## src/rtl/la_capture_reader.sv

```systemverilog
// Reads rd_len samples from the capture RAM, starting at start_addr and wrapping modulo 2**ADDR_WIDTH.
// Latency: first m_valid two clocks after the start edge; then one sample per clock while m_ready=1.
// Backpressure: a 2-entry buffer absorbs the RAM read latency; reads stall so that nothing is dropped or read twice.
//
// Ports:
//   clk, rst_n             : clock (also the RAM read clock), async active-low reset
//   start/start_addr/rd_len: readout request (start ignored while busy)
//   ram_raddr/ram_ren/ram_dout : RAM read port, data valid the cycle after ram_ren
//   m_data/m_valid/m_ready : sample stream toward the host formatter
//   busy, done             : readout in progress / one-cycle completion pulse
//   m_last                 : only when LA_RD_LAST_EN is defined; marks the final sample
module la_capture_reader #(
   parameter int ADDR_WIDTH = 12,
   parameter int DATA_WIDTH = 8
) (
   input  logic                  clk,
   input  logic                  rst_n,
   input  logic                  start,
   input  logic [ADDR_WIDTH-1:0] start_addr,
   input  logic [ADDR_WIDTH:0]   rd_len,
   output logic [ADDR_WIDTH-1:0] ram_raddr,
   output logic                  ram_ren,
   input  logic [DATA_WIDTH-1:0] ram_dout,
   output logic [DATA_WIDTH-1:0] m_data,
   output logic                  m_valid,
   input  logic                  m_ready,
   output logic                  busy,
   output logic                  done
`ifdef LA_RD_LAST_EN
   ,
   output logic                  m_last
`endif
);

   typedef enum logic [1:0] {IDLE, READ, DRAIN} state_t;

   state_t                state_q, state_d;
   logic [ADDR_WIDTH-1:0] ptr_q, ptr_d;
   logic [ADDR_WIDTH:0]   remain_q, remain_d;
   logic                  inflight_q, inflight_d;
   logic [DATA_WIDTH-1:0] buf0_q, buf0_d;
   logic [DATA_WIDTH-1:0] buf1_q, buf1_d;
   logic [1:0]            cnt_q, cnt_d;
   logic                  done_q, done_d;

   logic       accept;
   logic       issue;
   logic       final_head;
   logic [2:0] occ_after;

   // Head of the buffer is accepted this cycle.
   assign accept = (cnt_q != 2'd0) && m_ready;

   // Occupancy counts the sample leaving this cycle as gone; this is what
   // allows one read per clock when the consumer never stalls, while still
   // bounding buffered + in-flight samples to two after every edge.
   assign occ_after = {1'b0, cnt_q} + {2'b00, inflight_q} - {2'b00, accept};

   assign issue = (state_q == READ) && (remain_q != '0) && (occ_after < 3'd2);

   // In DRAIN with nothing in flight, a single buffered sample is the last one.
   assign final_head = (state_q == DRAIN) && !inflight_q && (cnt_q == 2'd1);

   assign ram_ren   = issue;
   assign ram_raddr = ptr_q;
   assign m_data    = buf0_q;
   assign m_valid   = (cnt_q != 2'd0);
   assign busy      = (state_q != IDLE);
   assign done      = done_q;
`ifdef LA_RD_LAST_EN
   assign m_last    = final_head;
`endif

   // Control FSM: next state, pointer and counters.
   always_comb begin
      state_d    = state_q;
      ptr_d      = ptr_q;
      remain_d   = remain_q;
      inflight_d = issue;
      done_d     = 1'b0;
      case (state_q)
         IDLE: begin
            if (start) begin
               if (rd_len == '0) begin
                  done_d = 1'b1;
               end else begin
                  remain_d = rd_len;
                  ptr_d    = start_addr;
                  state_d  = READ;
               end
            end
         end
         READ: begin
            if (issue) begin
               ptr_d    = ptr_q + ADDR_WIDTH'(1);
               remain_d = remain_q - (ADDR_WIDTH + 1)'(1);
               if (remain_q == (ADDR_WIDTH + 1)'(1)) begin
                  state_d = DRAIN;
               end
            end
         end
         DRAIN: begin
            if (final_head && accept) begin
               done_d  = 1'b1;
               state_d = IDLE;
            end
         end
         default: state_d = IDLE;
      endcase
   end

   // Two-entry buffer: buf0 is the head presented on m_data.
   always_comb begin
      buf0_d = buf0_q;
      buf1_d = buf1_q;
      cnt_d  = cnt_q;
      case ({inflight_q, accept})
         2'b10: begin
            if (cnt_q == 2'd0) begin
               buf0_d = ram_dout;
            end else begin
               buf1_d = ram_dout;
            end
            cnt_d = cnt_q + 2'd1;
         end
         2'b01: begin
            buf0_d = buf1_q;
            cnt_d  = cnt_q - 2'd1;
         end
         2'b11: begin
            // Capture and accept together: occupancy unchanged, order kept.
            if (cnt_q == 2'd1) begin
               buf0_d = ram_dout;
            end else begin
               buf0_d = buf1_q;
               buf1_d = ram_dout;
            end
         end
         default: ;
      endcase
   end

   always_ff @(posedge clk or negedge rst_n) begin
      if (!rst_n) begin
         state_q    <= IDLE;
         ptr_q      <= '0;
         remain_q   <= '0;
         inflight_q <= 1'b0;
         buf0_q     <= '0;
         buf1_q     <= '0;
         cnt_q      <= 2'd0;
         done_q     <= 1'b0;
      end else begin
         state_q    <= state_d;
         ptr_q      <= ptr_d;
         remain_q   <= remain_d;
         inflight_q <= inflight_d;
         buf0_q     <= buf0_d;
         buf1_q     <= buf1_d;
         cnt_q      <= cnt_d;
         done_q     <= done_d;
      end
   end

endmodule

```

## config.mk

```make
export PLATFORM = sky130hd
export DESIGN_NAME = la_capture_reader
export DESIGN_NICKNAME = d
export VERILOG_FILES = /design/src/rtl/la_capture_reader.sv
export SDC_FILE = /design/constraint.sdc
export NUM_CORES = 1
export LEC_CHECK = 0
export BUFFER_PORTS_ARGS = -buffer_cell sky130_fd_sc_hd__buf_2
export CORE_UTILIZATION = 50
export CTS_CLUSTER_DIAMETER = 50
export DETAILED_ROUTE_END_ITERATION = 8
export HOLD_SLACK_MARGIN = 0.1
export PLACE_DENSITY = 0.76
export SYNTH_ARGS = -nofsm -noshare
export SYNTH_HDL_FRONTEND = slang
export SYNTH_SLANG_ARGS = --single-unit
export TNS_END_PERCENT = 20
```

## constraint.sdc

```tcl
create_clock -name clk -period 6.5 [get_ports clk]
set_input_delay 0.325 -clock clk [delete_from_list [all_inputs] [get_ports clk]]
set_output_delay 0.325 -clock clk [all_outputs]
set_load 0.1 [all_outputs]
```

* Word level (Yosys, flattened, before mapping) *
Cells that the tools add are included.

cells by class
  add/sub/neg operators = 6
  mux-type cells = 25
  equality and inequality tests = 15
  reductions and logical operators = 21
  $lt $le $gt $ge = 1

operators with widths
  cell                                                                     count
  13-bit 2-to-1 mux                                                        3
  12-bit 2-to-1 mux                                                        3
  8-bit 2-to-1 mux                                                         4
  13-bit case mux with 2 select lines                                      1
  12-bit case mux with 2 select lines                                      1
  8-bit case mux with 3 select lines                                       1
  8-bit case mux with 2 select lines                                       1
  13-bit by 1-bit equality test with 1-bit output (second input constant)  1
  13-bit zero test                                                         1
  13-bit nonzero test                                                      1
  13-bit by 1-bit subtractor with 13-bit output (second input constant)    1
  12-bit by 1-bit adder with 12-bit output (second input constant)         1
  2-bit != test (second input constant)                                    6
  2-bit 2-to-1 mux                                                         5
  2-bit nonzero test                                                       5
  2-bit by 1-bit equality test with 1-bit output (second input constant)   3
  2-bit equality test (second input constant)                              3
  1-bit logical AND                                                        6
  2-bit case mux with 3 select lines                                       1
  5-bit AND reduction                                                      1
  2-bit zero test                                                          2
  2-bit by 1-bit != test with 1-bit output (second input constant)         2
  2-bit case mux with 2 select lines                                       1
  4-bit AND reduction                                                      1
  other kinds (11)                                                         13

storage, ports and cells
  bits of input ports = 37
  register bits = 47
  word-level logic and storage cells = 76
  output and inout port bits = 24

* Logic depth before layout (Yosys ltp) *
  depth after elaboration = 7
  depth in mapped cells = 13
  mapped depth without buffers = 11

* Worst setup path after synthesis *
Ideal clock, no wire load.

  path type = register to register
  start = register cnt_q[1]
  end = register inflight_q
  slack = 2.115 ns
  data arrival time = 4.040 ns
  stages on the path, launching flop included = 11
  setup time = 0.344 ns
  required time = 6.156 ns
  cells stage by stage = dfrtp_1 > inv_1 > ha_1 > nand2b_1 > clkbuf_1 > xnor2_1 > nand2b_1 > fa_1 > xnor2_1 > nand2_1 > nor3_1

on the way
  word-level cells in the longest chain between the ends = 5
  elaborated cells on any way between the ends = 6
  those cells by class = add/sub: 2; order compare: 1; reduce/logical: 3

RTL lines
  item                                                                            RTL line  RTL
  from (decl)                                                                     43        logic [1:0] cnt_q, cnt_d;
  from (signal assigned)                                                          160       cnt_q <= cnt_d;
  branches (longest 2 deep; another with 2-bit by 1-bit adder with 3-bit output)  n/a
  3-bit by 1-bit subtractor with 3-bit output *                                   57        assign occ_after = {1'b0, cnt_q} + {2'b00, inflight_q} - {2'b00, accept};
  3-bit by 2-bit < comparator with 1-bit output *                                 59        assign issue = (state_q == READ) && (remain_q != '0) && (occ_after < 3'd2);
  1-bit logical AND *                                                             59
  via ram_ren                                                                     22        output logic ram_ren,
  to (signal assigned)                                                            157       inflight_q <= inflight_d;
  to (decl)                                                                       40        logic inflight_q, inflight_d;

Mark *: on every way through the listed nets, which the timed path passes.
A chain may end at the register's enable or synchronous reset.

* Worst setup path after layout *
  start = register cnt_q[1]
  end = register remain_q[10]

on the way
  word-level cells in the longest chain between the ends = 7
  elaborated cells on any way between the ends = 8
  those cells by class = add/sub: 2; order compare: 1; eq/ne: 1; reduce/logical: 4

RTL lines
  item                                                                            RTL line  RTL
  branches (longest 2 deep; another with 2-bit by 1-bit adder with 3-bit output)  n/a
  3-bit by 1-bit subtractor with 3-bit output *                                   57
  3-bit by 2-bit < comparator with 1-bit output *                                 59
  1-bit logical AND *                                                             59
  2-bit != test (no source line) *                                                n/a
  4-bit AND reduction (no source line) *                                          n/a
  to (signal assigned)                                                            156       remain_q <= remain_d;
  to (decl)                                                                       39        logic [ADDR_WIDTH:0] remain_q, remain_d;

Mark *: on every way between the ends.

==> run metrics <==
CTS sink cnt 47; synth warn 0; R2R Path Start cnt_q[1]; Setup crit end kind flip-flop; vias 2477; Post-synth EDFFs 0; clock transition at the registers of the reported paths 0.09 ns; overall die area a little under 0.006 sq mm; final net count 397; Hold WC Path Type in2async; R2R Path End remain_q[10]; Critical Path AT slightly below 4 ns; post-detail-place hpwl 4510 um; met2 GRT Util 0.381; Post-Syn Area 0.00275 sq mm; Mapped Cells 301; Setup TNS 0 ns; H-tree depth 2; CTS tree done; part of the cycle the worst path needs 0.569; cells on worst reg2reg path 11; Setup crit end remain_q[10]; syn_area_per_cell just over 9 sq um; crit path max fanout 18; Die Wd 76.2 um; maxcap violations 0; status finished clean; gr usage total 0.238; # DRC 0; Worst-Skew Late Latency 0.30 ns; antenna violation net count after detailed routing 0; initial antenna violation count 0; worst-margin pin slew 1.03 ns; f_max around 270 MHz; final non-filler cell area around 0.0032 sq mm; Max Clock Skew roughly 0.0046 ns; worst-case clock buffer depth 2; Mapped Nets 345; Startpoint Class flip-flop; WL/cell about 15 um; async set or reset register ratio after synthesis 1.00; starting density of the core 0.529; Final Critical Period 3.70 ns; clock root buffer clkbuf_8; Detailed Route WL 6490 um; Synth cell types 46; CTS Buf Count 5; RSZ-0062 raised after global routing false; n_diodes 0; relative slew slack 0.313; initial DRC count 180; met1 Use GR 0.329; worst setup path start cnt_q[1]; routing usage on met3 0.0407; sequential area share after synthesis 0.427; global-route wire length before repair between 10000 and 15000 um; CP required about 6.7 ns; Hold-fix buffers, CTS 0; Post-CTS Setup Repair Bufs 0; WS Path Type reg2reg; Final Hold Fails 0; Seq cells post-synth 47; largest net degree at the start of global routing 48; number of port buffers 60; layout cell share with drive strength beyond 1 0.274; TritonRoute pass-1 iters 4; die height 76.2 um; r2r setup slk 2.80 ns; Most used DFF post-synth dfrtp_1; count of final max-slew check failures 0; GP Congestion 0.850; num rows 26; vias in the first global route 2326; global route overflow 0; post-cts resize count 0; Via density just under 6; Synth-to-Final Area Change 14.7%; Post-DP Area roughly 0.003 sq mm; Core Region 0.00520 sq mm; Top Ports 61; GR peak layer met2; setup violators final 0
[cell families after synthesis]
| logic type | after synthesis | synth area share |
|---|---|---|
| AO/OA/AOI/OAI | 102 | 0.236 |
| AND/OR/NAND/NOR | 98 | 0.180 |
| flip-flops | 47 | 0.427 |
| buffers and inverters | 26 | 0.0432 |
| multiplexers | 18 | 0.0691 |
| adder cells (fa/ha/maj) | 7 | 0.0345 |
| XOR/XNOR | 3 | 0.00954 |
[routing by layer]
layer | share of wire | vias to the layer above
met1 | 0.46 | 1172
li1 | - | 1212
met2 | 0.46 | 84
met3 | 0.067 | 9
met5 | 0 | -
met4 | 0.012 | 0
[state kept, by name, indices dropped and copies added, names as in the netlist]
signal      flops
inflight_q      1
ram_raddr      12
done            1
remain_q       13
m_data          8
cnt_q           2
state_q         2
buf1_q          8
[area by class of cell]
class                   instances  area, sq um
repair buffers                 62          315
fillers                       480         2050
flip-flops and latches         47         1180
multi-input cells             228         1460
clock inverters                 2         12.5
inverters                       9         33.8
clock buffers                   6         72.6
well taps                      70         87.6
[stage by stage]
stage          setup WS, ns  cells  hold WS (ns)  utilization
2_1_floorplan          2.12    301        0.0294            -
3_3_place_gp           3.10    416         0.457        0.591
3_5_place_dp           2.88    416         0.466        0.591
4_1_cts                2.85    424         0.231        0.607
5_1_grt                2.55    424         0.259        0.607
6_report               2.80    424         0.192        0.607
[worst max-delay path, stage by stage (launching register included)]
cell and delay (ns):
dfrtp_1 0.43, inv_1 0.10, ha_1 0.23, nand2b_1 0.27, xnor2_1 0.20, nand2b_1 0.17
fa_1 0.38, xnor2_1 0.19, nand3_1 0.20, o2bb2ai_2 0.73, nand2_1 0.37, o21ai_0 0.32
[placed cells by master (no fill, tap or decap), types with 3 or more instances in the layout]
cell and n:
nand2_1 37, mux2_2 8, clkbuf_8 5, buf_2 60, o21ai_0 41, dfrtp_1 47, mux2i_1 10, nor3_1 10
nor2_1 10, xnor2_1 3, nand4_1 5, nand3_1 11, inv_1 8, or3_1 5, o22ai_1 6, nand2b_1 3
nor4_1 5, a21oi_2 10, a21oi_1 13, ha_1 6, a31oi_1 16
[worst min path at each step]
stage,from,to,slack [ns],depth (start not counted)
after floorplan,rst_n,buf1_q[0],0.03,0
after global placement,m_data[6],m_data[6],0.46,2
after detailed placement,m_data[5],m_data[5],0.47,2
after CTS,rst_n,ram_raddr[1],0.23,1
after global routing,ram_dout[4],buf1_q[4],0.26,2
final,rst_n,ram_raddr[9],0.19,1
[cell usage after synthesis, types with 5 or more instances]
master / number / area, sq um
a21oi_1: 13 / 65.1
a21oi_2: 10 / 87.6
a31oi_1: 16 / 100
clkbuf_1: 12 / 45.0
dfrtp_1: 47 / 1180
ha_1: 6 / 75.1
inv_1: 8 / 30.0
mux2_2: 8 / 90.1
mux2i_1: 10 / 100
nand2_1: 37 / 139
nand3_1: 11 / 55.1
nand4_1: 5 / 31.3
nor2_1: 11 / 41.3
nor3_1: 10 / 50.1
nor4_1: 5 / 31.3
o21ai_0: 41 / 205
o22ai_1: 6 / 37.5
or3_1: 5 / 31.3
Power is left out: the tool's default activity adds up to more than one toggle a clock period on the data nets, which glitch-free logic cannot reach.
